### src/rtl/spi_tx_sequencer.sv
// spi_tx_sequencer: byte FIFO feeding a one-byte-at-a-time SPI transfer sequencer.
// Each queued byte is presented on data_sent and announced with a start_bit
// pulse; the master's reply is captured XFER_CYCLES cycles later.
module spi_tx_sequencer #(
    parameter int DEPTH       = 8,
    parameter int XFER_CYCLES = 40
) (
    input  logic                   clk,
    input  logic                   rst,
    input  logic                   wr_en,
    input  logic [7:0]             wr_data,
    input  logic [7:0]             rx_data_in,
    output logic                   start_bit,
    output logic [7:0]             data_sent,
    output logic [7:0]             rx_data,
    output logic                   rx_valid,
    output logic                   full,
    output logic                   empty,
    output logic [$clog2(DEPTH):0] level,
    output logic                   busy,
    output logic                   overflow
);
    localparam int AW = $clog2(DEPTH);
    localparam int CW = $clog2(XFER_CYCLES + 1);

    typedef enum logic [1:0] {IDLE, START, WAIT, CAPTURE} state_t;

    state_t        state;
    state_t        state_next;
    logic [7:0]    mem [DEPTH];
    logic [AW:0]   wr_ptr;
    logic [AW:0]   rd_ptr;
    logic [AW:0]   wr_ptr_next;
    logic [AW:0]   rd_ptr_next;
    logic [AW:0]   level_next;
    logic [CW-1:0] cnt;
    logic          push;
    logic          pop;

    // Push/pop decisions and next pointers; the extra pointer MSB separates full from empty.
    always_comb begin
        push        = wr_en && !full;
        pop         = (state == IDLE) && !empty;
        wr_ptr_next = wr_ptr + (AW+1)'(push);
        rd_ptr_next = rd_ptr + (AW+1)'(pop);
        level_next  = wr_ptr_next - rd_ptr_next;
    end

    // Pointers and registered occupancy flags; a write seen while full is dropped and remembered.
    always_ff @(posedge clk) begin
        if (rst) begin
            wr_ptr   <= '0;
            rd_ptr   <= '0;
            level    <= '0;
            full     <= 1'b0;
            empty    <= 1'b1;
            overflow <= 1'b0;
        end else begin
            wr_ptr <= wr_ptr_next;
            rd_ptr <= rd_ptr_next;
            level  <= level_next;
            full   <= (level_next == (AW+1)'(DEPTH));
            empty  <= (level_next == '0);
            if (wr_en && full) begin
                overflow <= 1'b1;
            end
        end
    end

    // Byte storage; contents are meaningful only between the pointers, so no reset is needed.
    always_ff @(posedge clk) begin
        if (push && !rst) begin
            mem[wr_ptr[AW-1:0]] <= wr_data;
        end
    end

    // Sequencer registers: state, transfer down-counter, outgoing byte and captured reply.
    always_ff @(posedge clk) begin
        if (rst) begin
            state     <= IDLE;
            cnt       <= '0;
            data_sent <= 8'h00;
            rx_data   <= 8'h00;
        end else begin
            state <= state_next;
            if (pop) begin
                data_sent <= mem[rd_ptr[AW-1:0]];
            end
            if (state == START) begin
                cnt <= CW'(XFER_CYCLES - 1);
            end else if (state == WAIT) begin
                cnt <= cnt - CW'(1);
            end
            // Sample on the edge into CAPTURE so rx_data is already valid while rx_valid is high.
            if (state == WAIT && cnt == '0) begin
                rx_data <= rx_data_in;
            end
        end
    end

    // Next-state logic and the one-cycle strobes decoded from the current state.
    always_comb begin
        state_next = state;
        start_bit  = 1'b0;
        rx_valid   = 1'b0;
        busy       = (state != IDLE);
        case (state)
            IDLE: begin
                if (!empty) begin
                    state_next = START;
                end
            end
            START: begin
                start_bit  = 1'b1;
                state_next = WAIT;
            end
            WAIT: begin
                if (cnt == '0) begin
                    state_next = CAPTURE;
                end
            end
            CAPTURE: begin
                rx_valid   = 1'b1;
                state_next = IDLE;
            end
            default: begin
                state_next = IDLE;
            end
        endcase
    end

endmodule

### config.mk
export PLATFORM = sky130hd
export DESIGN_NAME = spi_tx_sequencer
export DESIGN_NICKNAME = d
export VERILOG_FILES = /design/src/rtl/spi_tx_sequencer.sv
export SDC_FILE = /design/constraint.sdc
export NUM_CORES = 1
export LEC_CHECK = 0
export CORE_MARGIN = 2
export CORE_UTILIZATION = 40
export CTS_CLUSTER_DIAMETER = 200
export DETAILED_ROUTE_END_ITERATION = 8
export PLACE_DENSITY = 0.59
export SYNTH_ARGS = -nofsm -noshare
export SYNTH_HDL_FRONTEND = slang
export SYNTH_SLANG_ARGS = --single-unit
### constraint.sdc
create_clock -name clk -period 4.06 [get_ports clk]
set_input_delay 0.406 -clock clk [delete_from_list [all_inputs] [get_ports clk]]
set_output_delay 0.406 -clock clk [all_outputs]
set_load 0.02 [all_outputs]
==> metrics <==
Non-Filler Instances=465; Peak VDD IR=between 0.2 and 0.25 mV; final hold slack=0.480 ns; WL per Instance=16.0 um; top post-synthesis cells by area=edfxtp_1, dfxtp_1, mux4_2; clk root buf=clkbuf_8; # setup viols final=0; FF+latch count, synth=103; clock buffer depth=2; HPWL after detailed placement=4.91 mm; vias in the first global route=2302; CTS tree=done; most frequent cells in the layout=edfxtp_1, clkdlybuf4s50_1, nor2_1, dfxtp_1, mux2i_1; drt total wl=7.42 mm; Ant. Diodes=0; Hold Crit Start=overflow; io pins=between 40 and 50; post-synthesis cell count=274; Congestion Overflow GR=0; Clk Latency, worst-skew pair=around 0.36 ns; Max Slew Vio Count=0; mean area per synthesized cell=15.1 um^2; critical path fanouts, max=17; relative slew slack=0.406; cts bufs inserted=9; Synth top area share=0.466; largest net degree at the start of global routing=42; Hold Violations, Final=0; first-pass GRT wire length=12.1 mm; Post-DRT Antenna Nets=0; initial antenna violation count=0; Synth Cell Area=4130 um^2; Layout area overhead=19.1%; Cells after DPL=449; worst r2r src=state[0]; syn nets=308; Min-Delay Endpoint=overflow; htree depth=3; register area share after synthesis=0.655; fmax=about 370 MHz; Die Ht=106 um; Clock Pin Slew Worst Setup and Hold Paths=0.11 ns; area of the die=11100 um^2; pwr/cell area=631 nW/um^2; drt via density=4.85; post-synth top area cell=edfxtp_1; WP data required=4.31 ns; pre-CTS setup slack=1.36 ns; FF-to-FF path depth=13; Least-Margin Pin Slew=between 0.8 and 0.9 ns; R2R Path End=empty; # hold bufs at CTS=0; final net count=between 300 and 400; core box area=10200 um^2; Setup Fix Bufs, Post-CTS=0; Leak Pwr=1.72 nW; layout cell share with drive strength beyond 1=0.134; setup TNS=0 ns; post-CTS sizing=0; Total GRT Usage=0.143; worst setup margin=roughly 1.3 ns; Via Count=roughly 2.3k; GP Congestion=0.722; clk_skew=0.0127 ns; I/O Buffers=44; die width=~110 um; most common cell after layout, fill and taps aside=edfxtp_1; flop-to-flop setup slack=1.34 ns; DRT Pass-1 Iters=4; Hold WC Path Type=register to register; RSZ-0062 raised after global routing=no; Max Cap Viol=0; # rows=37; DRC errors left=0; CP endpoint kind=register; initial core utilization=0.405; outcome=completed; Min Clock Period, post-route=2.72 ns; yosys warns=0; synth unique cells=37; WHS Path Cells=2; Startpoint Class=register; crit path DAT=2.97 ns; TritonCTS Sinks=103; initial drt markers=94; period utilization=0.670; Worst Setup Path Type=register to register
==> cells in the mapped netlist, drive strengths merged <==
cell    number
edfxtp      64
nor2        40
dfxtp       39
mux2i       17
mux4        16
ha          14
inv         13
a211oi      12
a21oi        6
buf          6
xor2         6
clkbuf       5
nand2        5
nor3         5
a21o         3
nand3        3
o21ai        3
xnor2        3
nand2b       2
nor2b        2
nor4         2
a22oi        1
a41o         1
fa           1
nand3b       1
nor4b        1
or2b         1
or3          1
or4          1
==> layer usage <==
metal,part of all wire,GRT usage,vias up
li1,-,-,1111
met4,0.013,0.0479,0
met1,0.46,0.192,1085
met2,0.48,0.230,49
met5,0,0,-
met3,0.040,0.0309,11
==> area by class of cell <==
class | count | area [um^2]
multi-input cells | 147 | 1300
clock buffers | 9 | 124
fillers | 891 | 5270
well taps | 136 | 170
inverters | 13 | 48.8
clock inverters | 7 | 87.6
flip-flops and latches | 103 | 2700
repair buffers | 50 | 485
==> worst max-delay path, stage by stage (launching register included) <==
cell	delay, ns
dfxtp_1	0.38
inv_1	0.10
ha_1	0.23
inv_1	0.07
nor2_1	0.04
buf_4	0.19
ha_1	0.23
ha_1	0.34
inv_1	0.07
ha_1	0.29
a21o_1	0.17
a21oi_2	0.14
xnor2_1	0.11
a41o_1	0.25
==> metrics by stage <==
step	utilization	total power [mW]	cell area, um^2
after floorplan	-	2.11	4130
after global placement	0.462	2.45	4710
after detailed placement	0.462	2.47	4710
after CTS	0.483	3.15	4920
after global routing	0.483	3.30	4920
final	0.483	3.10	4920
==> cells by family (layout without fill, tap and decap cells) <==
family | count (synthesis) | after routing | synth area share
compound gates | 26 | 26 | 0.0433
xor+xnor | 9 | 9 | 0.0209
fa+ha+maj | 15 | 15 | 0.0473
buf+inv | 24 | 79 | 0.0306
flops | 103 | 103 | 0.655
mux | 33 | 33 | 0.129
simple gates | 64 | 64 | 0.0746
==> power by group <==
group          total [mW]  switching (mW)  internal, mW
Clock               0.667           0.367         0.300
Combinational        1.10           0.584         0.515
Sequential           1.34          0.0843          1.25
Total                3.10            1.04          2.07
==> flip-flops by register name, indices dropped and copies added, names as in the netlist <==
name / count
wr_ptr: 4
mem: 64
state: 2
overflow: 1
level: 4
data_sent: 8
full: 1
rx_data: 8
cnt: 6
empty: 1
rd_ptr: 4
==> how the worst max path moves through the flow <==
stage             start  cells after the start     to
2_1_floorplan  state[0]                     13  empty
3_3_place_gp   state[0]                     13  empty
3_5_place_dp   state[0]                     13  empty
4_1_cts        state[0]                     13  empty
5_1_grt        state[0]                     13  empty
6_report       state[0]                     13  empty
(Power assumes the default switching activity.)
==> patch 1, RTL diff (config.mk and constraints unchanged) <==
The 4 states of `state_t` get a one-hot encoding in 4 bits.
--- a/src/rtl/spi_tx_sequencer.sv
+++ b/src/rtl/spi_tx_sequencer.sv
@@ -24,5 +24,5 @@
     localparam int CW = $clog2(XFER_CYCLES + 1);
 
-    typedef enum logic [1:0] {IDLE, START, WAIT, CAPTURE} state_t;
+    typedef enum logic [3:0] {IDLE = 4'b0001, START = 4'b0010, WAIT = 4'b0100, CAPTURE = 4'b1000} state_t;
 
     state_t        state;
Behaviour: no difference found for any inputs over 10 cycles, from zero or initial values and one cycle with rst high; not proved beyond that.
==> patch 1 against the original RTL <==
Maximum frequency increased by 2.7%; routed wire length increased by 1.4%; via count decreased by 0.80%; first-iteration DRC count increased by 12%; combinational power decreased by 26%; synthesized cell count decreased by 2.6%; worst setup slack improved by 70 ps; clock power about the same; highest routed layer unchanged; critical path type is now reg -> out; critical endpoint is now start_bit; sequential cell count increased by 2; synthesized area decreased by 0.27%; final area decreased by 0.51%; core utilization about the same; total power decreased by 9.2%.
==> patch 1: results (changes against the original RTL) <==
- Outcome: finished, final reports clean
- Post-synth EDFFs: 64 (unchanged)
- Critical Path AT: 2240 ps (-730 ps)
- WL/cell: 16.5 um (+3.2%)
- Final Wtd Congestion: 0.713 (-1.3%)
- Worst Skew: 11.0 ps (-1.71 ps)
- Cell Int Power: 1.93 mW (-6.4%)
- Post-synth top cells: edfxtp_1 (64), dfxtp_1 (41), nor2_1 (34), mux2i_1 (16), mux4_2 (16)
- Met2 WL post-DR: 3.64 mm (+1.6%)
- Top post-synthesis cells by area: edfxtp_1 (47%), dfxtp_1 (20%), mux4_2 (8.8%), mux2i_1 (3.9%), nor2_1 (3.1%)
- Syn_area_per_cell: 15.4 sq um (+2.3%)
- Tightest Pin Transition: 998 ps (+110 ps)
- Post-Layout Cell Count: 457 (-1.7%)
- Unique masters post-synth: 39 (+5.4%)
- Clk slew on worst S/H paths: 100 ps
- Sequential share of the synthesized area: 0.666 (+0.0115)
- Launch point of the worst reg-to-reg path: state[3]
- Lkg Pwr: 1.63 nW (-5.1%)
- Total Routing Usage GR: 0.149 (+0.00616)
- Synth Net Count: 296 (-3.9%)
- Initial core utilization: 0.406 (+0.000740)
- CP endpoint: start_bit
- Setup slack, reg-to-reg: 1440 ps (+100 ps)
- Reg2reg path depth: 10 (-3)
- First-pass GRT wire length: 12.2 mm (+1.1%)
- Routed metal-1 wire length: 3.37 mm (-2.2%)
- Peak supply drop: 0.245 mV (+14%)
- Largest net degree at the start of global routing: 41 (-2.4%)
- Final nets: 345 (-3.6%)
- Buffers added on ports: 44 (unchanged)
- Post-DP HPWL: 4.89 mm (-0.33%)
- Via count: 2,238 (-0.80%)
- Worst-path fanout max: 5 (-12)
- Metal3 WL: 438 um (+47%)
- Min Tclk post-route: 2650 ps (-70.4 ps)
- DR iter-0 viols: 105 (+12%)
- Layout cells sized above 1: 0.137 (+0.00333)
- Dpl cells: 441 (-1.8%)
[patch 1: cell type report]
type | instances | area, sq um
Sequential cell | 105 | 2740
Clock buffer | 10 | 128
Timing Repair Buffer | 48 | 470
Tap cell | 136 | 170
Multi-Input combinational cell | 143 | 1270
Inverter | 9 | 33.8
Clock inverter | 6 | 73.8
Fill cell | 878 | 5250
[patch 1: power by group through the flow]
stage	Sequential [mW]	Combinational (mW)	Clock, mW
CTS	1.35	0.823	0.687
global route	1.36	0.893	0.734
finish	1.34	0.810	0.666
detailed placement	1.37	0.820	0
floorplan	1.41	0.505	0
global placement	1.37	0.812	0
[patch 1: worst max-delay path: stages (launching register included)]
cell and delay [ps]:
dfxtp_1 370, or4b_1 660, inv_1 210, clkdlybuf4s50_1 640
[patch 1: through the flow]
stage | worst slack (ps) | area (sq um) | power, mW | utilization | hold WS (ps)
floorplan | 1560 | 4120 | 1.92 | - | 485
global placement | 1460 | 4690 | 2.18 | 0.463 | 459
detailed placement | 1430 | 4690 | 2.19 | 0.463 | 463
CTS | 1380 | 4890 | 2.86 | 0.483 | 486
global route | 1220 | 4890 | 2.98 | 0.483 | 533
finish | 1410 | 4890 | 2.82 | 0.483 | 484
[patch 1: kinds of logic after synthesis]
family,share of synthesized area
multiplexers,0.126
AO/OA/AOI/OAI,0.0328
flip-flops,0.666
XOR/XNOR,0.0277
AND/OR/NAND/NOR,0.0903
adder cells (fa/ha/maj),0.0322
buffers and inverters,0.0243
[patch 1: routing by layer]
| layer | up-vias | global-route usage |
|---|---|---|
| li1 | 1086 | - |
| met1 | 1092 | 0.195 |
| met2 | 52 | 0.236 |
| met3 | 8 | 0.0451 |
| met4 | 0 | 0.0514 |
| met5 | - | 0 |
==> patch 2, RTL diff (config.mk and constraints unchanged) <==
Without the edit above. Change the parameter `DEPTH` from 8 to 16.
--- a/src/rtl/spi_tx_sequencer.sv
+++ b/src/rtl/spi_tx_sequencer.sv
@@ -3,5 +3,5 @@
 // pulse; the master's reply is captured XFER_CYCLES cycles later.
 module spi_tx_sequencer #(
-    parameter int DEPTH       = 8,
+    parameter int DEPTH       = 16,
     parameter int XFER_CYCLES = 40
 ) (
Ports: changed (resized level); port bits go from 45 to 46. The function was not compared with the original's and may differ.
==> patch 2 against the original RTL <==
Sequential cell count rose by 67; final area rose by 63%; synthesized area rose by 65%; worst setup slack got worse by 460 ps; global-route usage rose by 1.6 points; total power rose by 57%; cell count rose by 50%; clock skew fell by 4.2 ps; routed wire length rose by 77%; hold slack improved by 9.1 ps; critical path depth rose by 1; critical endpoint unchanged; largest cell class unchanged; highest routed layer unchanged.
==> patch 2: results (changes against the original RTL) <==
- Max reg flops: 128 (+100%)
- Peak supply drop: 0.340 mV (+57%)
- Worst Skew: 8.48 ps (-4.18 ps)
- Detailed-router iteration count before antenna repair: 4 (unchanged)
- Fill count: 1,404 (+58%)
- Final Wtd Congestion: 0.761 (+5.4%)
- CTS root buffer: clkbuf_16
- Clk slew on worst S/H paths: 60 ps (-50 ps)
- Unique masters post-synth: 41 (+11%)
- HP Class: reg -> reg
- Initial antenna violation count: 0 (unchanged)
- Tightest Pin Transition: 958 ps (+70.0 ps)
- Buffers added on ports: 45 (+2.3%)
- DR iter-0 viols: 236 (+150%)
- Top post-synthesis cells by area: edfxtp_1 (56%), dfxtp_1 (12%), mux4_2 (5.9%), mux4_1 (5.4%), ha_1 (2.8%)
- Final nets: 500 (+40%)
- Vias in the first global route: 3,778 (+64%)
- Post-synth ARST share: 0 (unchanged)
- First-pass GRT wire length: 21.0 mm (+74%)
- Post-DP HPWL: 8.85 mm (+80%)
- Number of routed nets with antenna violations: 0 (unchanged)
- Ant diodes: 0 (unchanged)
- Post-synth top cells: edfxtp_1 (128), nor2_1 (50), dfxtp_1 (42), a21oi_1 (22), mux4_2 (18)
- Worst-path fanout max: 17 (unchanged)
- WL/cell: 18.8 um (+18%)
- Sequential share of the synthesized area: 0.687 (+0.0325)
- CTS Buffer Depth: 2 (unchanged)
- Setup Buffers After CTS: 0 (unchanged)
- Via count: 3,615 (+60%)
- # resized after CTS: 0 (unchanged)
- Clock latency at the later pin of the worst-skew pair: 430 ps (+70 ps)
- Predominant post-synthesis flop cell: edfxtp_1
- Yosys warns: 0 (unchanged)
- Largest net degree at the start of global routing: 43 (+2.4%)
- Layout cells sized above 1: 0.126 (-0.00822)
- Num CTS Buffers: 17 (+8)
- Critical Path AT: 3500 ps (+530 ps)
- Post-synth EDFFs: 128 (+100%)
- Post-placement cell area: 7440 sq um (+58%)
- Htree depth: 4 (+1)
- Synth Net Count: 448 (+45%)
- Total Routing Usage GR: 0.159 (+0.0164)
- Outcome: finished, final reports clean
- Lkg Pwr: 2.74 nW (+59%)
## patch 2: cell types whose count changed in the layout (fill, tap and decap cells not counted), moves of 10 or more
| cell | before | now |
|---|---|---|
| a211oi_1 | 12 | 2 |
| a21oi_1 | 5 | 22 |
| a22oi_1 | 1 | 16 |
| clkbuf_16 | 0 | 17 |
| edfxtp_1 | 64 | 128 |
| mux4_1 | 0 | 14 |
| nor2_1 | 40 | 50 |
## patch 2: cells by family (layout without fill, tap and decap cells)
kind of cell	count (synthesis)	in the layout	synth area share
flops	170	170	0.687
mux	41	41	0.127
buf+inv	33	98	0.0312
simple gates	92	92	0.0624
compound gates	49	49	0.0446
xor+xnor	12	12	0.0174
fa+ha+maj	16	16	0.0305
## patch 2: final cells by class
class                           instances  area [sq um]  share of cell area
Inverter                               12          45.0             0.00564
Tap cell                              220           275              0.0344
Sequential cell                       170          4690               0.586
Clock inverter                         14           119              0.0149
Timing Repair Buffer                   54           518              0.0648
Multi-Input combinational cell        210          1920               0.240
Clock buffer                           18           429              0.0537
## patch 2: critical path: stages, from the launching register on
cell,delay [ps]
dfxtp_1,370
inv_1,100
ha_1,250
nand2b_1,100
buf_4,220
inv_1,80
ha_1,190
xnor2_1,260
inv_1,110
fa_1,490
inv_1,80
a21o_1,110
a21oi_1,70
xnor3_1,390
a41o_1,260
## patch 2: metrics by stage
step | hold WS (ps) | worst slack [ps] | utilization | instances
finish | 490 | 875 | 0.480 | 698
global route | 524 | 549 | 0.480 | 698
CTS | 491 | 838 | 0.480 | 698
detailed placement | 482 | 887 | 0.447 | 666
global placement | 447 | 1040 | 0.447 | 666
floorplan | 458 | 1190 | - | 413
## patch 2: worst paths after layout
check	slack, ps	from	cells past startpoint	end
min reg2reg	490	cnt[2]	2	cnt[2]
min	490	cnt[2]	2	cnt[2]
max reg2reg	880	state[0]	14	empty
max	880	state[0]	14	empty
## patch 2: report_power, final
group | internal (mW) | switching, mW | leakage [nW]
combinational | 0.632 | 0.687 | 0.976
sequential | 1.99 | 0.0892 | 1.50
clock | 0.795 | 0.677 | 0.265
total | 3.42 | 1.45 | 2.74
## patch 2: metal layers
metal / part of all wire / routed length, um / track usage / vias up
met1: 0.43 / 5700 / 0.198 / 1823
met4: 0.0091 / 119 / 0.0480 / 0
li1: - / - / - / 1698
met3: 0.050 / 659 / 0.0465 / 10
met5: 0 / 0 / 0 / -
met2: 0.51 / 6650 / 0.270 / 84
